## src/rtl/div_req_ctrl.sv

```systemverilog
// div_req_ctrl: request controller in front of the 8-bit signed divider.
// Accepts one divide request at a time and holds the operands on div_a/div_b
// for the whole operation. It pulses div_start once and waits for div_done,
// with a watchdog. The result and a status code go back over a response
// handshake.
//
// Handshakes: a transfer happens on a rising edge where valid && ready are
// both high. A valid, once raised, stays up with stable payload until that
// edge. req_ready and resp_valid are registered and depend only on state.
//
// Optional feature, macro DIV_ZERO_BYPASS_EN: when it is defined, a zero
// divisor skips the divider and is answered directly with status 01.
//
// TIMEOUT_CYCLES must be >= 16, and 2**CNT_W must be greater than
// TIMEOUT_CYCLES.
module div_req_ctrl #(
    parameter int TIMEOUT_CYCLES = 32,
    parameter int CNT_W          = 6
) (
    input  logic        clk,
    input  logic        reset,
    input  logic        req_valid,
    output logic        req_ready,
    input  logic [7:0]  req_a,
    input  logic [7:0]  req_b,
    output logic        resp_valid,
    input  logic        resp_ready,
    output logic [15:0] resp_quotient,
    output logic [15:0] resp_remainder,
    output logic [1:0]  resp_status,
    output logic        busy,
    output logic        div_start,
    output logic [7:0]  div_a,
    output logic [7:0]  div_b,
    input  logic        div_done,
    input  logic [15:0] div_quotient,
    input  logic [15:0] div_remainder,
    output logic [1:0]  dbg_state
);

    typedef enum logic [1:0] {
        ST_IDLE   = 2'd0,
        ST_LAUNCH = 2'd1,
        ST_WAIT   = 2'd2,
        ST_RESP   = 2'd3
    } state_t;

    localparam logic [1:0] STATUS_OK      = 2'b00;
    localparam logic [1:0] STATUS_DIVZERO = 2'b01;
    localparam logic [1:0] STATUS_TIMEOUT = 2'b10;

    localparam logic [CNT_W-1:0] WDOG_LAST = CNT_W'(TIMEOUT_CYCLES - 1);

    state_t           r_state;
    logic [CNT_W-1:0] r_wdog;
    logic             r_req_ready;
    logic             r_resp_valid;
    logic             r_busy;
    logic             r_div_start;
    logic [7:0]       r_div_a;
    logic [7:0]       r_div_b;
    logic [15:0]      r_resp_q;
    logic [15:0]      r_resp_r;
    logic [1:0]       r_resp_status;

    // Controller FSM; every output is a register written on the transition
    // into the state that owns it.
    always_ff @(posedge clk) begin
        if (reset) begin
            r_state       <= ST_IDLE;
            r_wdog        <= '0;
            r_req_ready   <= 1'b1;
            r_resp_valid  <= 1'b0;
            r_busy        <= 1'b0;
            r_div_start   <= 1'b0;
            r_div_a       <= '0;
            r_div_b       <= '0;
            r_resp_q      <= '0;
            r_resp_r      <= '0;
            r_resp_status <= '0;
        end else begin
            case (r_state)
                ST_IDLE: begin
                    if (req_valid && r_req_ready) begin
                        // Operands change only here, so they stay stable
                        // until the response handshake completes.
                        r_div_a     <= req_a;
                        r_div_b     <= req_b;
                        r_req_ready <= 1'b0;
                        r_busy      <= 1'b1;
`ifdef DIV_ZERO_BYPASS_EN
                        if (req_b == 8'd0) begin
                            r_resp_q      <= '0;
                            r_resp_r      <= '0;
                            r_resp_status <= STATUS_DIVZERO;
                            r_resp_valid  <= 1'b1;
                            r_state       <= ST_RESP;
                        end else begin
                            r_div_start <= 1'b1;
                            r_state     <= ST_LAUNCH;
                        end
`else
                        r_div_start <= 1'b1;
                        r_state     <= ST_LAUNCH;
`endif
                    end
                end

                ST_LAUNCH: begin
                    // The start pulse lasts exactly this one cycle.
                    r_div_start <= 1'b0;
                    r_wdog      <= '0;
                    r_state     <= ST_WAIT;
                end

                ST_WAIT: begin
                    // A done in the watchdog's last cycle still counts.
                    if (div_done) begin
                        r_resp_q      <= div_quotient;
                        r_resp_r      <= div_remainder;
                        r_resp_status <= (r_div_b == 8'd0) ? STATUS_DIVZERO : STATUS_OK;
                        r_resp_valid  <= 1'b1;
                        r_state       <= ST_RESP;
                    end else if (r_wdog == WDOG_LAST) begin
                        r_resp_q      <= '0;
                        r_resp_r      <= '0;
                        r_resp_status <= STATUS_TIMEOUT;
                        r_resp_valid  <= 1'b1;
                        r_state       <= ST_RESP;
                    end else begin
                        r_wdog <= r_wdog + CNT_W'(1);
                    end
                end

                ST_RESP: begin
                    if (r_resp_valid && resp_ready) begin
                        r_resp_valid <= 1'b0;
                        r_busy       <= 1'b0;
                        r_req_ready  <= 1'b1;
                        r_state      <= ST_IDLE;
                    end
                end

                default: begin
                    r_state <= ST_IDLE;
                end
            endcase
        end
    end

    assign req_ready      = r_req_ready;
    assign resp_valid     = r_resp_valid;
    assign busy           = r_busy;
    assign div_start      = r_div_start;
    assign div_a          = r_div_a;
    assign div_b          = r_div_b;
    assign resp_quotient  = r_resp_q;
    assign resp_remainder = r_resp_r;
    assign resp_status    = r_resp_status;
    assign dbg_state      = r_state;

endmodule

```

## config.mk

```make
export PLATFORM = sky130hd
export DESIGN_NAME = div_req_ctrl
export DESIGN_NICKNAME = d
export VERILOG_FILES = /design/src/rtl/div_req_ctrl.sv
export SDC_FILE = /design/constraint.sdc
export NUM_CORES = 1
export LEC_CHECK = 0
export BUFFER_PORTS_ARGS = -buffer_cell sky130_fd_sc_hd__buf_4
export CAP_MARGIN = 30
export CELL_PAD_IN_SITES_DETAIL_PLACEMENT = 1
export CELL_PAD_IN_SITES_GLOBAL_PLACEMENT = 2
export CORE_ASPECT_RATIO = 0.5
export CORE_MARGIN = 3
export CORE_UTILIZATION = 24
export CTS_CLUSTER_DIAMETER = 30
export DETAILED_ROUTE_END_ITERATION = 8
export GPL_TIMING_DRIVEN = 0
export MAX_ROUTING_LAYER = met4
export PLACE_DENSITY_LB_ADDON = 0.1
export SLEW_MARGIN = 20
export SYNTH_ARGS = -nofsm -noshare
export SYNTH_HDL_FRONTEND = slang
export SYNTH_SLANG_ARGS = --single-unit
```

## constraint.sdc

```tcl
create_clock -name clk -period 1.35 [get_ports clk]
set_input_delay 0.0675 -clock clk [delete_from_list [all_inputs] [get_ports clk]]
set_output_delay 0.0675 -clock clk [all_outputs]
set_load 0.05 [all_outputs]
```

==> results.txt <==
fillcell total = 1007
total power = 8.10 mW
vias = 2494
row cnt = 24
outcome = finished, violations left
violated checks = negative setup slack
clk sinks = 62
Initial Util = 25.7%
total congestion overflow = 0
# DRC = 0
Area growth syn-to-layout = 96.3%
CTS Buf Count = 9
ant diodes = 0
clk slew on worst S/H paths = 0.05 ns
Yosys reg bits = 62
Post-Layout Cell Count = 553
Netlist cell types = 41
nets@finish = 478
Syn Nets = 293
antenna-violating nets left = 0
Seq/Total Area, Yosys = 53.3%
synth top area cells = dfxtp_1, a22o_1, nand2_1
min cycle time layout = 1.47 ns
# setup viols final = 37
WL final = 8850 microns
Crit-path slowest cell = dfxtp_4
worst r2r path cells = 6
final core occ = 50.4%
wire length per cell = 16.0 microns
overall routing resource usage = 16.1%
clock latency on the worst-skew pair = 0.33 ns
Clock Skews = 0.00698 ns
ys flop type = dfxtp_1
total iterations of the first detailed-routing run = 4
hold_ws = 0.00878 ns
# port buffers = 107
worst slew margin relative to its limit = 49.8%
CTS tree = built
chip height = 75.7 microns
synthesized area per cell = 9.95 sq um
Chip Width = 145 microns
share of cells above drive strength 1 = 48.7%
Final Max Slew Viols = 0
first-pass GRT wire length = 13500 microns
CP startpoint kind = flip-flop
Cell Area, Synth = 0.00233 sq mm
XOR/XNOR Fraction of Synth Area = 0%
kind of critical path = flip-flop to flip-flop
post-synth top area share = 53.3%
Hold Crit Class = input pin to flip-flop
fmax = 0.682 GHz
FFs w/ async S/R, synth = 0%
Core ar. = 0.00907 sq mm
placed instance count = 471
Worst Max-Slew Pin Slew = 0.753 ns
critical-path cell list = ha_4 > nand4_4 > o21bai_4 > a21oi_4 > buf_6 > a22o_1
crit share post-route = 109%
CP max FO = 10
Adder-Cell Fraction of Synth Area = 3.22%
leading area contributor after synthesis = dfxtp_1
Initial DRC Count = 58
Clock Tree Root = clkbuf_16
buffer depth of the longest clock path = 2
die footprint = 0.0110 sq mm
YS warnings = 0
Post-Synthesis Cells = 234
vias in the first global route = 2684
Post-Synth Simple-Gate Area = 13.2%
Setup WS post-layout = -0.115 ns
leakage = 2.02 nW
Setup crit end kind = flip-flop
max incr delay on CP = 0.36 ns
pre-CTS WS = -0.199 ns
most frequent cells after synthesis = dfxtp_1, nand2_1, a22o_1, a21oi_1
detailed-placement wirelength estimate = 5650 microns
Hold Fails Final Rpt = 0
Vias/cell = 4.51
initial antenna violation count = 0
Synth Area in Compound Gates = 25.5%
H-tree depth = 3
required time worst endpoint = 1.56 ns
Post-synth EDFFs = 0
crit path DAT = 1.68 ns
Hold Path Depth = 3
peak supply drop = 0.914 mV
Max Cap Viol = 0
unrepaired setup endpoints after global routing = true
largest family of logic cells by synthesized area = compound AO/OA/AOI/OAI gates
mux cell area share after synthesis = 0%
most frequent cell after synthesis = dfxtp_1
largest net degree at the start of global routing = 11
Final GP Congestion = 0.715
I/O pin cnt = 109
power per cell area = 1770 mW/mm^2
[kinds of logic after synthesis]
family / Yosys count
compound gates: 81
fa+ha+maj: 6
buf+inv: 20
flops: 62
simple gates: 65
[metal layers]
layer,share of wire (%),GRT usage [%]
met1,45,18.1
met5,0,-
met4,1.3,4.84
met3,4.3,5.23
met2,49,28.0
[timing repair]
| action | in CTS | in global routing |
|---|---|---|
| resized for setup | 13 | 45 |
| pin swaps | 9 | 31 |
| hold endpoints to repair | 47 | 0 |
| endpoints found under the setup margin | 42 | 53 |
| setup buffers | 10 | 8 |
| gates cloned | 0 | 3 |
| hold buffers | 47 | 0 |
[through the flow]
step           setup TNS [ns]  area, sq um
2_1_floorplan           -1.26         2450
3_3_place_gp            -5.18         3420
3_5_place_dp            -6.04         3420
4_1_cts                 -3.38         4310
5_1_grt                 -7.09         4570
6_report                -3.51         4570
[path summary, 6_finish.rpt]
check / from / to / slack, ns
worst min register to register: div_a[7]$_SDFFE_PP0P_ / div_a[7]$_SDFFE_PP0P_ / 0.47
worst max-delay path: r_wdog[1]$_SDFFE_PP0P_ / resp_remainder[6]$_SDFFE_PP0P_ / -0.12
worst max register to register: r_wdog[1]$_SDFFE_PP0P_ / resp_remainder[6]$_SDFFE_PP0P_ / -0.12
worst min-delay path: req_b[0] / div_b[0]$_SDFFE_PP0P_ / 0.009
[state kept, by name, indices dropped and copies added (netlist names)]
register and flops:
r_wdog 6, resp_status 2, resp_quotient 16, resp_remainder 16, div_b 8, div_start 1, dbg_state 2, resp_valid 1
busy 1, div_a 8, req_ready 1
[worst max-delay path, delay by kind of cell (launching register included)]
family / cells / cell delay (ns)
adder cells (fa/ha/maj): 1 / 0.14
flip-flops: 1 / 0.36
AO/OA/AOI/OAI: 3 / 0.54
buffers and inverters: 1 / 0.16
AND/OR/NAND/NOR: 1 / 0.16
[placed cells by master (no fill, tap or decap), types with 5 or more instances in the layout]
cell,count
buf_4,124
dfxtp_1,54
dlygate4sd3_1,47
a22o_1,32
nand2_1,31
a21oi_1,12
a21oi_2,12
clkbuf_16,11
nand2_4,9
buf_6,8
nor2_1,6
dfxtp_4,5
[final cells by class]
cell class / count / area (sq um) / share of cell area [%]
Buffer: 14 / 143 / 3.12
Timing Repair Buffer: 174 / 1480 / 32.3
Inverter: 5 / 23.8 / 0.520
Clock buffer: 11 / 243 / 5.31
Clock inverter: 4 / 46.3 / 1.01
Sequential cell: 62 / 1260 / 27.6
Multi-Input combinational cell: 153 / 1210 / 26.6
Tap cell: 130 / 163 / 3.56
[where the power goes]
part,total (mW),switching (mW),internal (mW)
Sequential,2.34,0.242,2.10
Clock,2.26,0.802,1.46
Combinational,3.50,1.98,1.52
Total,8.10,3.02,5.08
Power figures use the tool's default switching activity.
